## config.mk

```make
export PLATFORM = sky130hd
export DESIGN_NAME = mem_stage_ctrl
export DESIGN_NICKNAME = d
export VERILOG_FILES = /design/src/rtl/mem_stage_ctrl.sv
export SDC_FILE = /design/constraint.sdc
export NUM_CORES = 1
export LEC_CHECK = 0
export ABC_AREA = 1
export CORE_MARGIN = 3
export CORE_UTILIZATION = 43
export CTS_CLUSTER_SIZE = 14
export DETAILED_ROUTE_END_ITERATION = 8
export PLACE_DENSITY_LB_ADDON = 0.15
export SLEW_MARGIN = 20
export SYNTH_ARGS = -nofsm -noshare
export SYNTH_HDL_FRONTEND = slang
export SYNTH_SLANG_ARGS = --single-unit
```

## constraint.sdc

```tcl
create_clock -name clk -period 1.9 [get_ports clk]
set_input_delay 0.19 -clock clk [delete_from_list [all_inputs] [get_ports clk]]
set_output_delay 0.19 -clock clk [all_outputs]
set_load 0.03 [all_outputs]
```

## src/rtl/mem_stage_ctrl.sv

```systemverilog
// Memory-stage controller: data-memory handshake with LDI/STI indirection and LDB/STB byte steering.
// Optional watchdog on dmem_resp is enabled by defining MEM_TIMEOUT_EN.
module mem_stage_ctrl #(
    parameter int unsigned TIMEOUT_CYCLES = 255
) (
    input  logic        clk,
    input  logic        reset,
    input  logic        exmem_valid,
    input  logic [3:0]  opcode,
    input  logic        mem2_read,
    input  logic        mem2_write,
    input  logic [1:0]  mem_byte_en,
    input  logic [15:0] addr,
    input  logic [15:0] store_data,
    output logic [15:0] dmem_address,
    output logic        dmem_read,
    output logic        dmem_write,
    output logic [1:0]  dmem_byte_en,
    output logic [15:0] dmem_wdata,
    input  logic [15:0] dmem_rdata,
    input  logic        dmem_resp,
    output logic        mem_stall,
    output logic [15:0] mem_rdata,
    output logic        mem_err
);

    // state  | meaning
    // IDLE   | waiting for a live memory request from EX/MEM
    // ACCESS | first (or only) access outstanding
    // INDIR  | second access of LDI/STI, address = fetched pointer
    // DONE   | access finished, stall released for one cycle
    localparam logic [1:0] S_IDLE   = 2'd0;
    localparam logic [1:0] S_ACCESS = 2'd1;
    localparam logic [1:0] S_INDIR  = 2'd2;
    localparam logic [1:0] S_DONE   = 2'd3;

    localparam logic [3:0] OP_LDI = 4'b1010;
    localparam logic [3:0] OP_STI = 4'b1011;

    logic [1:0] state;
    logic       is_indir;
    logic       is_ldi;
    logic       is_byte;
    logic       req;
    logic       indir_op;
    logic       byte_op;
    logic       waiting;
    logic       timeout_hit;

    assign req       = exmem_valid & (mem2_read | mem2_write);
    assign mem_stall = req & (state != S_DONE);
    assign indir_op  = (opcode == OP_LDI) | (opcode == OP_STI);
    assign byte_op   = (mem_byte_en == 2'b01) & ~indir_op;
    assign waiting   = (state == S_ACCESS) | (state == S_INDIR);

`ifdef MEM_TIMEOUT_EN
    localparam logic [7:0] WDOG_LOAD = 8'(TIMEOUT_CYCLES - 1);

    logic [7:0] wdog;
    logic       err_q;

    assign timeout_hit = waiting & ~dmem_resp & (wdog == 8'd0);
    assign mem_err     = err_q;

    // Down-counter reloaded on every entry to ACCESS/INDIR; terminal count at zero.
    always_ff @(posedge clk or posedge reset) begin
        if (reset) begin
            wdog  <= 8'd0;
            err_q <= 1'b0;
        end else begin
            if ((state == S_IDLE && req) || (state == S_ACCESS && dmem_resp && is_indir))
                wdog <= WDOG_LOAD;
            else if (waiting && !dmem_resp && wdog != 8'd0)
                wdog <= wdog - 8'd1;
            if (timeout_hit)
                err_q <= 1'b1;
        end
    end
`else
    assign timeout_hit = 1'b0;
    assign mem_err     = 1'b0;
`endif

    always_ff @(posedge clk or posedge reset) begin
        if (reset) begin
            state        <= S_IDLE;
            dmem_address <= 16'h0000;
            dmem_read    <= 1'b0;
            dmem_write   <= 1'b0;
            dmem_byte_en <= 2'b00;
            dmem_wdata   <= 16'h0000;
            mem_rdata    <= 16'h0000;
            is_indir     <= 1'b0;
            is_ldi       <= 1'b0;
            is_byte      <= 1'b0;
        end else begin
            case (state)
                S_IDLE: begin
                    if (req) begin
                        state        <= S_ACCESS;
                        dmem_address <= addr;
                        is_indir     <= indir_op;
                        is_ldi       <= (opcode == OP_LDI);
                        is_byte      <= byte_op;
                        // Indirect ops always start with a pointer fetch; otherwise read wins a tie.
                        if (indir_op) begin
                            dmem_read  <= 1'b1;
                            dmem_write <= 1'b0;
                        end else begin
                            dmem_read  <= mem2_read;
                            dmem_write <= mem2_write & ~mem2_read;
                        end
                        if (byte_op) begin
                            dmem_byte_en <= addr[0] ? 2'b10 : 2'b01;
                            dmem_wdata   <= {store_data[7:0], store_data[7:0]};
                        end else begin
                            dmem_byte_en <= 2'b11;
                            dmem_wdata   <= store_data;
                        end
                    end
                end
                S_ACCESS: begin
                    if (dmem_resp) begin
                        if (is_indir) begin
                            state        <= S_INDIR;
                            dmem_address <= dmem_rdata;
                            dmem_read    <= is_ldi;
                            dmem_write   <= ~is_ldi;
                            dmem_byte_en <= 2'b11;
                        end else begin
                            if (dmem_read) begin
                                if (is_byte)
                                    mem_rdata <= {8'h00, dmem_address[0] ? dmem_rdata[15:8]
                                                                         : dmem_rdata[7:0]};
                                else
                                    mem_rdata <= dmem_rdata;
                            end
                            dmem_read  <= 1'b0;
                            dmem_write <= 1'b0;
                            state      <= S_DONE;
                        end
                    end else if (timeout_hit) begin
                        dmem_read  <= 1'b0;
                        dmem_write <= 1'b0;
                        mem_rdata  <= 16'h0000;
                        state      <= S_DONE;
                    end
                end
                S_INDIR: begin
                    if (dmem_resp) begin
                        if (is_ldi)
                            mem_rdata <= dmem_rdata;
                        dmem_read  <= 1'b0;
                        dmem_write <= 1'b0;
                        state      <= S_DONE;
                    end else if (timeout_hit) begin
                        dmem_read  <= 1'b0;
                        dmem_write <= 1'b0;
                        mem_rdata  <= 16'h0000;
                        state      <= S_DONE;
                    end
                end
                default: state <= S_IDLE;
            endcase
        end
    end

endmodule

```

==> flow_summary.toml, run 1 <==
[timing]
timing.fmax_mhz = 587
hold_viol = 0
slew_violations = 0
post-route-period-util_pct = 89.7
setup_viol = 0
grt_setup_unrepaired = "false"
skew_ns = 0.00375
setup_tns_ns = 0
finalCriticalPeriod_ns = 1.70

[setup_path]
cpMaxStageDelayCell = "dfrtp_1"
crit_chain = "inv_1, ha_1, buf_4, nand2_1, nand3_1, inv_1, nand2_1, buf_4, o21ai_0"
end_kind = "flop"
crit_fanout = 16
ff2ff_setup_slack_ns = 0.20
cp_slowest_stage_delay_ns = 0.44
path_class = "reg -> reg"
crit_required_ns = 2.11
cp_data_arrival_time_ns = 1.91
worstSetupStartpointType = "flop"

[logic_synthesis]
yosys_register_bits = 57
ys_seq_area_share_pct = 50.0
synth.largest_area_cell = "dfrtp_1"
synth-main-ff-cell = "dfrtp_1"
yosysWarnings = 0
synth_fp_nets = 449
synth_top_cell_area_share_pct = 50.0
yosys-top-cells-count = "nand2_1 (177), dfrtp_1 (57), o21ai_0 (46)"
synth.most_common_cell = "nand2_1"
synth_area_per_cell_um2 = 7.43
synth_edf_count = 0
synthTopCellsByArea = "dfrtp_1 (50%), nand2_1 (23%), o21ai_0 (8.1%)"
syn_inst = 384
synthArstFlopShare_pct = 100
synth_area_mm2 = 0.00285
yosysUniqueCellTypes = 20

[layout]
drive_gt1_share_pct = 6.32
fin_nets = 569
fillers = 600
layoutNonFillerInstCount = 583
syn_to_final_growth_pct = 48.4
diodes = 0

[route]
wl_per_cell_um = 13.8
postRouteAntennaNets = 0
drcViolationCount = 0
wl_mm = 8.06
first_pass_iters = 4
vias = 2884
vias_per_cell = 4.95
initialDrtViolationCount = 165

[global_routing]
antenna_found_initial = 0
grt_use_met2_pct = 34.0
grt_max_degree = 36
grt_util_met1_pct = 28.5
overflow = 0
use_met3_pct = 4.64
gr-usage-all-layers_pct = 21.7
grt.busiest_layer = "met2"
grt_pass1_wl_mm = 12.8
grt_pass1_vias = 2759

[clock_tree]
cts.reportedPaths.clkPinSlew_ns = 0.06
htreeDepth = 3
cts_post_setup_buffers_inserted = 0
cts.sinks = 57
clk_path_buf_depth = 2
cts_made_buffers = 9
clk_root_buffer_cell = "clkbuf_8"
clkLatencyLatePin_ns = 0.33
cts_tree = "done"
ctsHoldBuffers = 0

[run]
maxCapViolations = 0

[placement]
place_congestion = 0.834
dp_hpwl_mm = 6.09
placed_cells = 570
io_buffers = 112

[floorplanning]
dieWidth_um = 87.4
io-pin-count = 114
die_h_um = 87.4
initial_core_util_pct = 44.7
dieArea_mm2 = 0.00764
core_area_mm2 = 0.00639
rows = 29

[power_and_ir_drop]
p_leak_nw = 2.15
irDropWorstVdd_mv = 1.06
power_density_mw_per_mm2 = 1730

[status]
outcome = "completed"

[hold_path]
hold_path.class = "in -> async"
-- layout by cell type (no fill, tap or decap), drive strengths merged --
master,n
ha,5
nand2,178
clkdlybuf4s50,111
nand4,3
o21ai,48
inv,35
nand3,23
nor2,15
clkinv,1
clkbuf,12
buf,13
conb,1
dlygate4sd2,1
a21oi,2
dfrtp,57
o22ai,1
-- what timing repair did --
item                       CTS  global route
hold endpoints to repair     0             0
setup endpoints to repair    1            16
pin swaps                    0             0
gates resized for setup      1             2
-- layout make-up --
type                            instances  area (um^2)  area share [%]
Multi-Input combinational cell        276         1210            28.6
Tap cell                               77         96.3            2.28
Sequential cell                        57         1430            33.7
Inverter                               35          131            3.10
Clock inverter                          1         5.00           0.118
Clock buffer                           12          145            3.43
Timing Repair Buffer                  125         1220            28.8
-- per-layer routing --
layer	vias to the layer above	share of wire (%)
li1	1434	-
met1	1312	44
met2	121	46
met3	17	7.4
met4	0	2.3
met5	-	0
-- critical path: cells and delay by family (launching register included) --
kind | cells | cell delay (ns)
fa+ha+maj | 1 | 0.23
simple gates | 3 | 0.24
compound gates | 1 | 0.10
flops | 1 | 0.44
buf+inv | 4 | 0.57
-- cells by family (layout without fill, tap and decap cells) --
family	after synthesis	after routing	share of synthesized area [%]
other	1	1	0.132
adders and majority gates	5	5	2.19
AOI/OAI and AO/OA	51	51	9.39
DFF	57	57	50.0
buffers and inverters	51	173	7.81
and+or+nand+nor	219	219	30.5
-- sequential cells by signal, summed over array words and instances, names as in the netlist --
name,count
dmem_address,16
dmem_byte_en,2
dmem_read,1
dmem_wdata,16
dmem_write,1
is_byte,1
is_indir,1
is_ldi,1
mem_rdata,16
state,2
-- power breakdown --
part	leakage, nW	internal (mW)	switching (mW)
clock	0.0782	0.485	0.446
combinational	1.36	1.64	2.61
sequential	0.714	1.80	0.365
-- per-stage QoR --
step / util, % / hold slack [ns] / power [mW] / setup slack (ns) / cell area (um^2)
finish: 66.3 / 0.228 / 7.34 / 0.196 / 4230
CTS: 66.1 / 0.242 / 7.37 / 0.0731 / 4220
global route: 66.3 / 0.260 / 7.89 / 0.0365 / 4230
global placement: 63.8 / 0.454 / 6.34 / 0.110 / 4080
floorplan: - / 0.290 / 4.78 / 0.310 / 2850
detailed placement: 63.8 / 0.458 / 6.42 / 0.0875 / 4080
-- final timing paths --
path,endpoint,cells past startpoint,from
worst max-delay path,mem_rdata[14],9,state[1]
worst min-delay path,dmem_wdata[1],3,reset
worst max register to register,mem_rdata[14],9,state[1]
worst min register to register,dmem_wdata[6],2,dmem_wdata[6]
max in group asynchronous,dmem_address[4],3,reset
min in group clk,dmem_wdata[1],3,store_data[1]
(Power assumes the default switching activity.)
==> run 2, diff against run 1 <==
Settings changed: ABC_CLOCK_PERIOD_IN_PS from default to 1900, CAP_MARGIN from default to 10, SKIP_LAST_GASP from default to 1.
==> results of run 2 <==
No change in the layout: final DEF, timing and power equal those of run 1.
